==> src/rtl/npu_ctrl_pkg.sv <==
// Shared types and constants for the NPU sequencer: FSM states, register
// offsets, control/status bit positions and systolic op encodings.
package npu_ctrl_pkg;

  typedef enum logic [2:0] {
    IDLE      = 3'd0,
    OS_FLOW1  = 3'd1,
    OS_FLOW2  = 3'd2,
    OS_DRAIN  = 3'd3,
    OS_STORE  = 3'd4,
    OS_END    = 3'd5,
    INTRA_RUN = 3'd6,
    INTRA_END = 3'd7
  } seq_state_e;

  // Byte offsets from the register map base
  localparam logic [5:0] OFF_CTRL    = 6'h00;
  localparam logic [5:0] OFF_STAT    = 6'h04;
  localparam logic [5:0] OFF_A_BASE  = 6'h08;
  localparam logic [5:0] OFF_M       = 6'h0C;
  localparam logic [5:0] OFF_W_BASE  = 6'h10;
  localparam logic [5:0] OFF_N       = 6'h14;
  localparam logic [5:0] OFF_K       = 6'h18;
  localparam logic [5:0] OFF_O_BASE  = 6'h1C;
  localparam logic [5:0] OFF_INTRA_O = 6'h20;
  localparam logic [5:0] OFF_INTRA_A = 6'h24;

  // CTRL / STAT bit positions
  localparam int CTRL_START_OS    = 0;
  localparam int CTRL_START_INTRA = 1;
  localparam int CTRL_ABORT       = 2;
  localparam int CTRL_IRQ_EN      = 3;
  localparam int STAT_BUSY        = 0;
  localparam int STAT_DONE        = 1;
  localparam int STAT_ERR         = 2;

  // Systolic op encodings
  localparam logic [2:0] OP_IDLE  = 3'b000;
  localparam logic [2:0] OP_FLOW  = 3'b100;
  localparam logic [2:0] OP_DRAIN = 3'b110;

  // Layer parameter registers: the ones frozen while a sequence runs
  function automatic logic is_param_off(input logic [5:0] off);
    return off inside {OFF_A_BASE, OFF_M, OFF_W_BASE, OFF_N, OFF_K,
                       OFF_O_BASE, OFF_INTRA_O, OFF_INTRA_A};
  endfunction

endpackage

==> src/rtl/npu_ctrl_regfile.sv <==
// Bus-facing register file: address decode, parameter storage with clamping,
// start/abort qualification, STAT done/err bookkeeping and registered reads.
module npu_ctrl_regfile
  import npu_ctrl_pkg::*;
#(
  parameter int                    DWidth     = 32,
  parameter int                    ADDR_WIDTH = 32,
  parameter int                    ARRAY_M    = 16,
  parameter int                    ARRAY_N    = 16,
  parameter int                    K_MAX      = 256,
  parameter logic [ADDR_WIDTH-1:0] PARA_BASE  = '0,
  localparam int MW = $clog2(ARRAY_M) + 1,
  localparam int NW = $clog2(ARRAY_N) + 1,
  localparam int KW = $clog2(K_MAX) + 1
) (
  input  logic                  clk_i,
  input  logic                  rst_ni,
  input  logic                  cen_i,
  input  logic                  wen_i,
  input  logic [ADDR_WIDTH-1:0] addr_i,
  input  logic [DWidth-1:0]     wdata_i,
  output logic [DWidth-1:0]     rdata_o,
  input  logic                  busy_i,
  input  logic                  set_done_i,
  output logic                  os_go_o,
  output logic                  intra_go_o,
  output logic                  abort_o,
  output logic                  irq_en_o,
  output logic                  done_o,
  output logic [ADDR_WIDTH-1:0] a_base_o,
  output logic [ADDR_WIDTH-1:0] w_base_o,
  output logic [ADDR_WIDTH-1:0] o_base_o,
  output logic [ADDR_WIDTH-1:0] intra_o_base_o,
  output logic [ADDR_WIDTH-1:0] intra_a_base_o,
  output logic [MW-1:0]         m_o,
  output logic [NW-1:0]         n_o,
  output logic [KW-1:0]         k_o
);

  logic [ADDR_WIDTH-1:0] off_full;
  logic [5:0]            off;
  logic                  hit, wr, ctrl_wr, stat_wr;
  logic                  s_os, s_in, ab;
  logic                  start_err, param_err, abort_err;
  logic                  irq_en_q, done_q, err_q;
  logic [ADDR_WIDTH-1:0] a_base_q, w_base_q, o_base_q, io_base_q, ia_base_q;
  logic [MW-1:0]         m_q, m_wr;
  logic [NW-1:0]         n_q, n_wr;
  logic [KW-1:0]         k_q, k_wr;
  logic [DWidth-1:0]     rd_val, rdata_q;

  // Decode: in-window, word-aligned offsets only
  assign off_full = addr_i - PARA_BASE;
  assign off      = off_full[5:0];
  assign hit      = (off_full[ADDR_WIDTH-1:6] == '0) && (off_full[1:0] == 2'b00);
  assign wr       = cen_i && wen_i && hit;
  assign ctrl_wr  = wr && (off == OFF_CTRL);
  assign stat_wr  = wr && (off == OFF_STAT);

  // Sizes saturate to the physical array / reduction limits
  assign m_wr = (wdata_i > DWidth'(ARRAY_M)) ? MW'(ARRAY_M) : MW'(wdata_i);
  assign n_wr = (wdata_i > DWidth'(ARRAY_N)) ? NW'(ARRAY_N) : NW'(wdata_i);
  assign k_wr = (wdata_i > DWidth'(K_MAX))   ? KW'(K_MAX)   : KW'(wdata_i);

  // Start/abort qualification; a rejected start never reaches the FSM
  assign s_os       = ctrl_wr && wdata_i[CTRL_START_OS];
  assign s_in       = ctrl_wr && wdata_i[CTRL_START_INTRA];
  assign ab         = ctrl_wr && wdata_i[CTRL_ABORT];
  assign os_go_o    = s_os && !s_in && !busy_i &&
                      (m_q != '0) && (n_q != '0) && (k_q != '0);
  assign intra_go_o = s_in && !s_os && !busy_i && (m_q != '0);
  assign abort_o    = ab;
  assign start_err  = (s_os || s_in) && !(os_go_o || intra_go_o);
  assign param_err  = wr && busy_i && is_param_off(off);
  assign abort_err  = ab && busy_i;

  // Layer parameter storage; writes while busy are dropped
  always_ff @(posedge clk_i or negedge rst_ni) begin
    if (!rst_ni) begin
      a_base_q  <= '0;
      w_base_q  <= '0;
      o_base_q  <= '0;
      io_base_q <= '0;
      ia_base_q <= '0;
      m_q       <= '0;
      n_q       <= '0;
      k_q       <= '0;
    end else if (wr && !busy_i) begin
      case (off)
        OFF_A_BASE:  a_base_q  <= ADDR_WIDTH'(wdata_i);
        OFF_M:       m_q       <= m_wr;
        OFF_W_BASE:  w_base_q  <= ADDR_WIDTH'(wdata_i);
        OFF_N:       n_q       <= n_wr;
        OFF_K:       k_q       <= k_wr;
        OFF_O_BASE:  o_base_q  <= ADDR_WIDTH'(wdata_i);
        OFF_INTRA_O: io_base_q <= ADDR_WIDTH'(wdata_i);
        OFF_INTRA_A: ia_base_q <= ADDR_WIDTH'(wdata_i);
        default: ;
      endcase
    end
  end

  // irq_en, done and err; a set event beats a same-cycle W1C
  always_ff @(posedge clk_i or negedge rst_ni) begin
    if (!rst_ni) begin
      irq_en_q <= 1'b0;
      done_q   <= 1'b0;
      err_q    <= 1'b0;
    end else begin
      if (ctrl_wr) irq_en_q <= wdata_i[CTRL_IRQ_EN];
      if (set_done_i)
        done_q <= 1'b1;
      else if (os_go_o || intra_go_o || abort_err || (stat_wr && wdata_i[STAT_DONE]))
        done_q <= 1'b0;
      if (start_err || param_err || abort_err)
        err_q <= 1'b1;
      else if (stat_wr && wdata_i[STAT_ERR])
        err_q <= 1'b0;
    end
  end

  // Read mux over pre-update register values
  always_comb begin
    rd_val = '0;
    case (off)
      OFF_CTRL:    rd_val[CTRL_IRQ_EN] = irq_en_q;
      OFF_STAT: begin
        rd_val[STAT_BUSY] = busy_i;
        rd_val[STAT_DONE] = done_q;
        rd_val[STAT_ERR]  = err_q;
      end
      OFF_A_BASE:  rd_val = DWidth'(a_base_q);
      OFF_M:       rd_val = DWidth'(m_q);
      OFF_W_BASE:  rd_val = DWidth'(w_base_q);
      OFF_N:       rd_val = DWidth'(n_q);
      OFF_K:       rd_val = DWidth'(k_q);
      OFF_O_BASE:  rd_val = DWidth'(o_base_q);
      OFF_INTRA_O: rd_val = DWidth'(io_base_q);
      OFF_INTRA_A: rd_val = DWidth'(ia_base_q);
      default: ;
    endcase
    if (!hit) rd_val = '0;
  end

  // One-cycle read latency; data held until the next read
  always_ff @(posedge clk_i or negedge rst_ni) begin
    if (!rst_ni)              rdata_q <= '0;
    else if (cen_i && !wen_i) rdata_q <= rd_val;
  end

  assign rdata_o        = rdata_q;
  assign irq_en_o       = irq_en_q;
  assign done_o         = done_q;
  assign a_base_o       = a_base_q;
  assign w_base_o       = w_base_q;
  assign o_base_o       = o_base_q;
  assign intra_o_base_o = io_base_q;
  assign intra_a_base_o = ia_base_q;
  assign m_o            = m_q;
  assign n_o            = n_q;
  assign k_o            = k_q;

endmodule

==> src/rtl/npu_seq_ctrl.sv <==
// NPU sequencer top: register file plus the OS-matmul / intranet-copy FSM,
// its per-state cycle counter and the Moore output decode.
module npu_seq_ctrl
  import npu_ctrl_pkg::*;
#(
  parameter int                    DWidth     = 32,
  parameter int                    ADDR_WIDTH = 32,
  parameter int                    ARRAY_M    = 16,
  parameter int                    ARRAY_N    = 16,
  parameter int                    K_MAX      = 256,
  parameter logic [ADDR_WIDTH-1:0] PARA_BASE  = '0
) (
  input  logic                        clk_i,
  input  logic                        rst_ni,
  input  logic                        cen_i,
  input  logic                        wen_i,
  input  logic [ADDR_WIDTH-1:0]       addr_i,
  input  logic [DWidth-1:0]           wdata_i,
  output logic [DWidth-1:0]           rdata_o,
  output logic                        a_buf_on_o,
  output logic                        w_buf_on_o,
  output logic [ADDR_WIDTH-1:0]       a_base_addr_o,
  output logic [ADDR_WIDTH-1:0]       w_base_addr_o,
  output logic [ADDR_WIDTH-1:0]       o_base_addr_o,
  output logic [$clog2(ARRAY_M):0]    a_num_rows_o,
  output logic [$clog2(ARRAY_N):0]    w_num_cols_o,
  output logic                        mode_o,
  output logic [2:0]                  op_sig_o,
  output logic                        o_ag_on_o,
  output logic                        sa_rst_o,
  output logic                        intra_on_o,
  output logic                        intra_start_o,
  output logic [ADDR_WIDTH-1:0]       intra_o_base_o,
  output logic [ADDR_WIDTH-1:0]       intra_a_base_o,
  output logic                        irq_o
);

  localparam int MW = $clog2(ARRAY_M) + 1;
  localparam int NW = $clog2(ARRAY_N) + 1;
  localparam int KW = $clog2(K_MAX) + 1;
  localparam int CW = $clog2(K_MAX + ARRAY_M + ARRAY_N) + 1;

  seq_state_e    state_q, state_d;
  logic [CW-1:0] cnt_q, cnt_d;
  logic          abort_rst_q, abort_rst_d;
  logic          busy, set_done, os_go, intra_go, abort, irq_en, done;
  logic [MW-1:0] m;
  logic [NW-1:0] n;
  logic [KW-1:0] k;
  logic [CW-1:0] last_f1, last_f2, last_dr, last_st, last_ir;
  logic          skip_drain;

  assign busy = (state_q != IDLE);

  npu_ctrl_regfile #(
    .DWidth    (DWidth),
    .ADDR_WIDTH(ADDR_WIDTH),
    .ARRAY_M   (ARRAY_M),
    .ARRAY_N   (ARRAY_N),
    .K_MAX     (K_MAX),
    .PARA_BASE (PARA_BASE)
  ) u_regfile (
    .clk_i         (clk_i),
    .rst_ni        (rst_ni),
    .cen_i         (cen_i),
    .wen_i         (wen_i),
    .addr_i        (addr_i),
    .wdata_i       (wdata_i),
    .rdata_o       (rdata_o),
    .busy_i        (busy),
    .set_done_i    (set_done),
    .os_go_o       (os_go),
    .intra_go_o    (intra_go),
    .abort_o       (abort),
    .irq_en_o      (irq_en),
    .done_o        (done),
    .a_base_o      (a_base_addr_o),
    .w_base_o      (w_base_addr_o),
    .o_base_o      (o_base_addr_o),
    .intra_o_base_o(intra_o_base_o),
    .intra_a_base_o(intra_a_base_o),
    .m_o           (m),
    .n_o           (n),
    .k_o           (k)
  );

  assign a_num_rows_o = m;
  assign w_num_cols_o = n;
  assign mode_o       = 1'b1;
  assign irq_o        = done && irq_en;

  // Terminal count per state is (length - 1); M,N,K are nonzero once running
  assign last_f1    = CW'(k) - CW'(1);
  assign last_f2    = CW'(m) + CW'(n) - CW'(2);
  assign last_dr    = CW'(ARRAY_N) - CW'(m) - CW'(1);
  assign last_st    = CW'(m);
  assign last_ir    = CW'(m) + CW'(ARRAY_N) - CW'(2);
  assign skip_drain = (CW'(m) >= CW'(ARRAY_N));

  // State, counter and abort-clear pulse registers
  always_ff @(posedge clk_i or negedge rst_ni) begin
    if (!rst_ni) begin
      state_q     <= IDLE;
      cnt_q       <= '0;
      abort_rst_q <= 1'b0;
    end else begin
      state_q     <= state_d;
      cnt_q       <= cnt_d;
      abort_rst_q <= abort_rst_d;
    end
  end

  // Next-state, counter and output decode
  always_comb begin
    state_d       = state_q;
    cnt_d         = cnt_q + CW'(1);
    abort_rst_d   = 1'b0;
    set_done      = 1'b0;
    a_buf_on_o    = 1'b0;
    w_buf_on_o    = 1'b0;
    op_sig_o      = OP_IDLE;
    o_ag_on_o     = 1'b0;
    sa_rst_o      = abort_rst_q;
    intra_on_o    = 1'b0;
    intra_start_o = 1'b0;
    case (state_q)
      IDLE: begin
        cnt_d = '0;
        if (os_go)         state_d = OS_FLOW1;
        else if (intra_go) state_d = INTRA_RUN;
      end
      OS_FLOW1: begin
        a_buf_on_o = 1'b1;
        w_buf_on_o = 1'b1;
        op_sig_o   = OP_FLOW;
        if (cnt_q == last_f1) state_d = OS_FLOW2;
      end
      OS_FLOW2: begin
        op_sig_o = OP_FLOW;
        if (cnt_q == last_f2) state_d = skip_drain ? OS_STORE : OS_DRAIN;
      end
      OS_DRAIN: begin
        op_sig_o = OP_DRAIN;
        if (cnt_q == last_dr) state_d = OS_STORE;
      end
      OS_STORE: begin
        o_ag_on_o = 1'b1;
        if (cnt_q == last_st) state_d = OS_END;
      end
      OS_END: begin
        if (cnt_q == '0) sa_rst_o = 1'b1;
        if (cnt_q == CW'(3)) begin
          state_d  = IDLE;
          set_done = 1'b1;
        end
      end
      INTRA_RUN: begin
        intra_on_o = 1'b1;
        if (cnt_q == '0) intra_start_o = 1'b1;
        if (cnt_q == last_ir) state_d = INTRA_END;
      end
      INTRA_END: begin
        state_d  = IDLE;
        set_done = 1'b1;
      end
      default: state_d = IDLE;
    endcase
    // Abort overrides any pending transition, including a normal exit
    if (busy && abort) begin
      state_d     = IDLE;
      set_done    = 1'b0;
      abort_rst_d = 1'b1;
    end
    if (state_d != state_q) cnt_d = '0;
  end

endmodule
==> config.mk <==
export PLATFORM = sky130hd
export DESIGN_NAME = npu_seq_ctrl
export DESIGN_NICKNAME = d
export VERILOG_FILES = /design/src/rtl/npu_ctrl_pkg.sv /design/src/rtl/npu_ctrl_regfile.sv /design/src/rtl/npu_seq_ctrl.sv
export SDC_FILE = /design/constraint.sdc
export NUM_CORES = 1
export LEC_CHECK = 0
export CELL_PAD_IN_SITES_DETAIL_PLACEMENT = 0
export CELL_PAD_IN_SITES_GLOBAL_PLACEMENT = 2
export CORE_AREA = 2 2 172 190
export DETAILED_ROUTE_END_ITERATION = 8
export DIE_AREA = 0 0 174 192
export DONT_BUFFER_PORTS = 1
export PLACE_DENSITY = 0.84
export SKIP_LAST_GASP = 1
export SLEW_MARGIN = 25
export SYNTH_ARGS = -nofsm -noshare
export SYNTH_HDL_FRONTEND = slang
export SYNTH_SLANG_ARGS = --single-unit
==> constraint.sdc <==
create_clock -name clk_i -period 3.15 [get_ports clk_i]
set_clock_uncertainty 0.05 [all_clocks]
set_input_delay 0.945 -clock clk_i [delete_from_list [all_inputs] [get_ports clk_i]]
set_output_delay 0.945 -clock clk_i [all_outputs]
set_load 0.005 [all_outputs]
Yosys cells after proc, flatten, opt, wreduce, memory -nomap -nowiden --
Index checks and enable logic that the tools add are counted.
Word-level totals: flip-flop bits (word level) 228, input bits 68, output and inout bits 213, word-level logic and storage cells 141
Cells by class: add/subtract/negate cells 8, magnitude comparators 3, equal/unequal tests 23, muxes and demuxes 35, reduce and logical (&&, ||, !) cells 57
Operators by type and width (number):
- $pmux 28 s8 | 1
- $eq 10x10->1 | 4
- $gt 32x5->1 const B | 1
- $gt 32x9->1 const B | 1
- $mux 32 | 1
- $mux 3 | 10
- $pmux 3 s9 | 1
- $logic_not 26->1 | 1
- $logic_and 1x1->1 | 25
- $eq 6x5->1 const B | 4
- $pmux 3 s8 | 1
- $sub 6x2->7 const B | 3
- $mux 10 | 2
- $reduce_and 2->1 | 8
- $mux 1 | 14
- $eq 3x3->1 const B | 4
- $eq 6x4->1 const B | 2
- $eq 6x6->1 const B | 2
- $add 10x1->10 const B | 1
- $eq 10x2->1 const B | 1
- $eq 10x5->1 | 1
- $logic_not 10->1 | 1
- $reduce_bool 5->1 | 2
- $sub 9x1->10 const B | 1
- other kinds (23) | 34

Logic depth before layout (Yosys ltp) --
depth after elaboration 17, mapped depth 15, depth with buffers taken out 14

Hierarchy --
Synthesis repeated with hierarchy kept, for this count alone.
Second synthesis, totals: cell total of the unflattened synthesis 1029, area total of the unflattened synthesis 11945.2 µm²
By module, submodules not included:
- npu_ctrl_regfile | instances 1, cells an instance 748, area an instance 9626.7 µm², sequential area each 5355.1 µm²
- npu_seq_ctrl | instances 1, cells an instance 281, area an instance 2318.5 µm², sequential area each 350.3 µm²

Worst setup path before layout --
Ideal clock, no wire load.
path kind register to register, from reg u_regfile.m_q[4], in the netlist u_regfile.m_o[4], to reg cnt_q[3], arrival time 3.311 ns, slack -0.283 ns, cell stages (with the launch flop) 15, buffers on the path 2, period minus slack after synthesis 3.433 ns, path through dfrtp_1 > clkbuf_1 > inv_1 > ha_1 > inv_1 > ha_1 > nor2b_1 > a221oi_1 > xnor2_1 > mux2i_1 > nor4b_1 > or4b_1 > a211o_1 > buf_6 > nor2_1
Between the ends: longest elaborated chain between the ends 9
Ends and longest elaborated chain:
- from (decl) | RTL line npu_ctrl_regfile.sv:47 | logic [MW-1:0] m_q, m_wr;
- from (signal assigned) | RTL line npu_ctrl_regfile.sv:91 | OFF_M: m_q <= m_wr;
- branches (longest 5 deep; another with $sub 6x2->7)
- $pmux 3 s8 (*) | RTL line npu_seq_ctrl.sv:126 | case (state_q)
- $mux 3 (*) | RTL line npu_seq_ctrl.sv:169 | if (busy && abort) begin
- $ne 3x3->1 (*) | RTL line npu_seq_ctrl.sv:174 | if (state_d != state_q) cnt_d = '0;
- $mux 10 (*) | RTL line npu_seq_ctrl.sv:174
- named net cnt_d[3] | RTL line npu_seq_ctrl.sv:44 | logic [CW-1:0] cnt_q, cnt_d;
- to (signal assigned) | RTL line npu_seq_ctrl.sv:108 | cnt_q <= cnt_d;
- to (decl) | RTL line npu_seq_ctrl.sv:44
Mark *: on every way through the listed nets, which the timed path passes. A chain may end at the register's enable or synchronous reset.

Final worst setup path --
from reg u_regfile.m_q[1], in the netlist u_regfile.m_o[1], to reg cnt_q[7]
Same word-level chain as after synthesis.

==> impl_metrics.json <==
{
  "p_per_area_mw_per_mm2": 444,
  "routedWlPerCell_um": 25.5,
  "pwr-share-clk_pct": 50.8,
  "switching_share_pct": 21.1,
  "ctsHoldBuffers": 0,
  "synthMuxAreaShare_pct": 16.4,
  "p_int_mw": 4.80,
  "io_buffers": 0,
  "grt_overflow_total": 0,
  "netlist_area_mm2": 0.0115,
  "regToRegStartpoint": "u_regfile.m_o[1]",
  "rsz0062_at_grt": "yes",
  "coreArea_mm2": 0.0313,
  "io_pins": 281,
  "cts_buffers": 25,
  "cts.path.max_buffers": 3,
  "gp_congestion": 0.863,
  "multi_input_area_mm2": 0.00557,
  "startpoint_type": "flop",
  "ys_seq_elements": 228,
  "ys_types": 74,
  "grtUsageTotal_pct": 22.7,
  "area_delta_synth_final_pct": 19.2,
  "yosys_warnings": 0,
  "yosys.area_share.simple_pct": 12.0,
  "cts_tree": "done",
  "p_total_mw": 6.08,
  "p_switching_mw": 1.28,
  "via_per_inst": 5.80,
  "slew_headroom_pct": 55.1,
  "fillers": 3021,
  "grt_pass1_vias": 9241,
  "status": "finished, violations left",
  "hold_class": "input port to asynchronous set/reset pin",
  "finalSetupTns_ns": -0.832,
  "violations": "setup timing",
  "start_util_pct": 36.7,
  "antenna_left": 0,
  "vias": 8807,
  "synthCells": 1024,
  "cpMostUsedCell": "inv_2",
  "routed_wl_um": 38800,
  "finalInstanceArea_mm2": 0.0137,
  "fin_nets": 1167,
  "syn_avg_cell_area_um2": 11.2,
  "fp.dieW_um": 174,
  "post-route-period-util_pct": 103,
  "cp_slowest_cell": "or4b_4",
  "synth_xor_area_share_pct": 2.96,
  "placed_cell_area_mm2": 0.0127,
  "period_minus_slack_ns": 3.25,
  "clock_sinks": 228,
  "antenna_cells": 0,
  "drtIter0Drc": 477,
  "combPwrFrac_pct": 1.0,
  "clkTransAtPathRegs_ns": 0.06,
  "maxCapViolations": 0,
  "hold_viol_final": 0,
  "seq_area_mm2": 0.00571,
  "antenna_found_initial": 0,
  "clk_latency_ns": 0.53,
  "synth_top_area_cell": "dfrtp_1",
  "die-area_mm2": 0.0334,
  "synthAdderAreaFrac_pct": 2.03,
  "synth_nets": 1110,
  "crit_chain": "inv_2 > ha_4 > inv_2 > ha_4 > inv_2 > fa_2 > nor2b_1 > a221oi_2 > xnor2_1 > mux2i_1 > nor4b_1 > or4b_4 > a211o_4 > nor2_1",
  "setup_slack_ns": -0.0955,
  "maxSlewViolCount": 0,
  "hpwlAfterDp_um": 27300,
  "clockRootBuffer": "clkbuf_16",
  "synth-compound-area-share_pct": 13.3,
  "grt_max_degree": 229,
  "grt_pass1_wl_um": 57900,
  "critPathTopFamily": "simple AND/OR/NAND/NOR gates",
  "worstSetupEndpointType": "flop",
  "cp_max_fo": 5,
  "synthFlopType": "dfrtp_1",
  "drive_above_1_share_pct": 32.7,
  "path_buf_inv": 3,
  "rows": 68,
  "tightest_slew_ns": 0.674,
  "synth_edf_count": 0,
  "drc": 0,
  "crit_start": "u_regfile.m_o[1]",
  "pwr-share-seq_pct": 48.1,
  "required_ns": 3.55,
  "synth_top_family_by_area": "multiplexers",
  "vdd_drop_max_uv": 380,
  "post-synth-top-area-fraction_pct": 49.7,
  "critPathKind": "flop to flop",
  "die_h_um": 192,
  "seq_area_frac_synth_pct": 49.7,
  "cts_max_level": 1,
  "critical_path_arrival_ns": 3.65,
  "firstDrtPassIters": 5,
  "synth_area_leaders": "dfrtp_1 50%, mux2_2 16%, a22oi_1 4.0%",
  "fmax_ghz": 0.308,
  "slowest_delay_ns": 0.54,
  "setup-violations-final": 10,
  "p_leak_nw": 6.39,
  "async_flop_share_pct": 100
}
[worst reg2reg max path: stages, from the launching register on]
cell and delay (ns):
dfrtp_1 0.38, inv_2 0.12, ha_4 0.21, inv_2 0.06, ha_4 0.13, inv_2 0.04, fa_2 0.35, nor2b_1 0.14
a221oi_2 0.08, xnor2_1 0.19, mux2i_1 0.29, nor4b_1 0.10, or4b_4 0.54, a211o_4 0.39, nor2_1 0.10
[cells by family after synthesis]
family,count (synthesis)
AND/OR/NAND/NOR,265
flip-flops,228
AO/OA/AOI/OAI,205
multiplexers,167
buffers and inverters,101
XOR/XNOR,38
adder cells (fa/ha/maj),18
other,2
[layout make-up]
| cell class | count | share of cell area, % |
|---|---|---|
| Timing Repair Buffer | 100 | 6.58 |
| Tap cell | 420 | 3.84 |
| Multi-Input combinational cell | 696 | 40.7 |
| Sequential cell | 228 | 41.7 |
| Clock buffer | 32 | 5.20 |
| Clock inverter | 12 | 1.15 |
| Inverter | 30 | 0.823 |
[final timing paths]
path	cells past startpoint	endpoint	slack (ns)
worst max-delay path	14	cnt_q[7]	-0.1
worst min-delay path	0	state_q[1]	0.07
worst max register to register	14	cnt_q[7]	-0.1
worst min register to register	1	u_regfile.rdata_o[16]	0.49
max in group asynchronous	0	u_regfile.m_o[0]	2.37
min in group clk_i	1	u_regfile.rdata_o[16]	0.49
[power by group through the flow]
stage	Combinational [mW]	Clock (mW)	Sequential [mW]
after floorplan	0.0453	0	2.98
after global placement	0.0610	0	2.98
after detailed placement	0.0608	0	2.98
after CTS	0.0611	3.14	2.93
after global routing	0.0638	3.25	2.93
final	0.0616	3.09	2.93
[metal layers]
| layer | vias up | wire length [µm] | track usage [%] |
|---|---|---|---|
| met5 | - | 0 | 0 |
| met4 | 0 | 1370 | 8.50 |
| met1 | 4492 | 14600 | 26.1 |
| met2 | 345 | 19200 | 39.1 |
| met3 | 76 | 3580 | 7.74 |
| li1 | 3894 | - | - |
[timing repair]
action | 4_1_cts | 5_1_grt
resized for setup | 12 | 8
setup endpoints to repair | 12 | 14
setup buffers | 5 | 1
cloned | 1 | 0
pin swaps | 6 | 1
[cell usage in the layout (no fill, tap or decap), drive strengths merged, types with 6 or more instances in the layout]
cell,n
nor2,44
o21ai,33
dfrtp,228
nor4,21
nand2,78
xor2,14
mux2,159
xnor2,24
a31oi,7
inv,34
nand2b,6
a21oi,13
nand3,42
a22o,46
a22oi,61
and3,6
ha,17
buf,100
and2,6
nor3,17
mux2i,7
clkbuf,32
[synth_stat cells, drive strengths merged, types with 3 or more instances]
master	n
a221oi	5
nand3b	3
nor2b	5
or4	5
o211ai	4
ha	17
xor2	14
inv	30
nand2	78
or3	5
buf	10
nor3b	5
clkbuf	61
dfrtp	228
and2	6
mux2i	7
nor4	21
o221ai	5
nand4	5
a22o	46
a21oi	13
a31oi	7
nor3	17
mux2	159
xnor2	24
and2b	3
a22oi	61
o31ai	3
nand2b	6
nor2	44
o21ai	33
nand3	42
and3	6
nor4b	5
[per-stage QoR]
stage	util (%)	std cells	hold slack, ns	setup WS (ns)
CTS	43.6	1517	0.0600	-0.0777
detailed placement	40.5	1467	0.475	-0.226
global placement	40.5	1467	0.470	-0.123
global route	43.7	1518	0.0536	-0.235
floorplan	-	1024	0.416	0.000144
finish	43.7	1518	0.0688	-0.0955
[registers in the layout, summed over array words and instances, names as in the netlist]
name,cells
u_regfile.err_q,1
u_regfile.n_o,5
u_regfile.w_base_o,32
u_regfile.k_o,9
u_regfile.rdata_o,32
state_q,3
u_regfile.m_o,5
u_regfile.irq_en_o,1
u_regfile.a_base_o,32
u_regfile.done_o,1
u_regfile.intra_a_base_o,32
abort_rst_q,1
u_regfile.intra_o_base_o,32
u_regfile.o_base_o,32
cnt_q,10
Power figures use the tool's default switching activity.
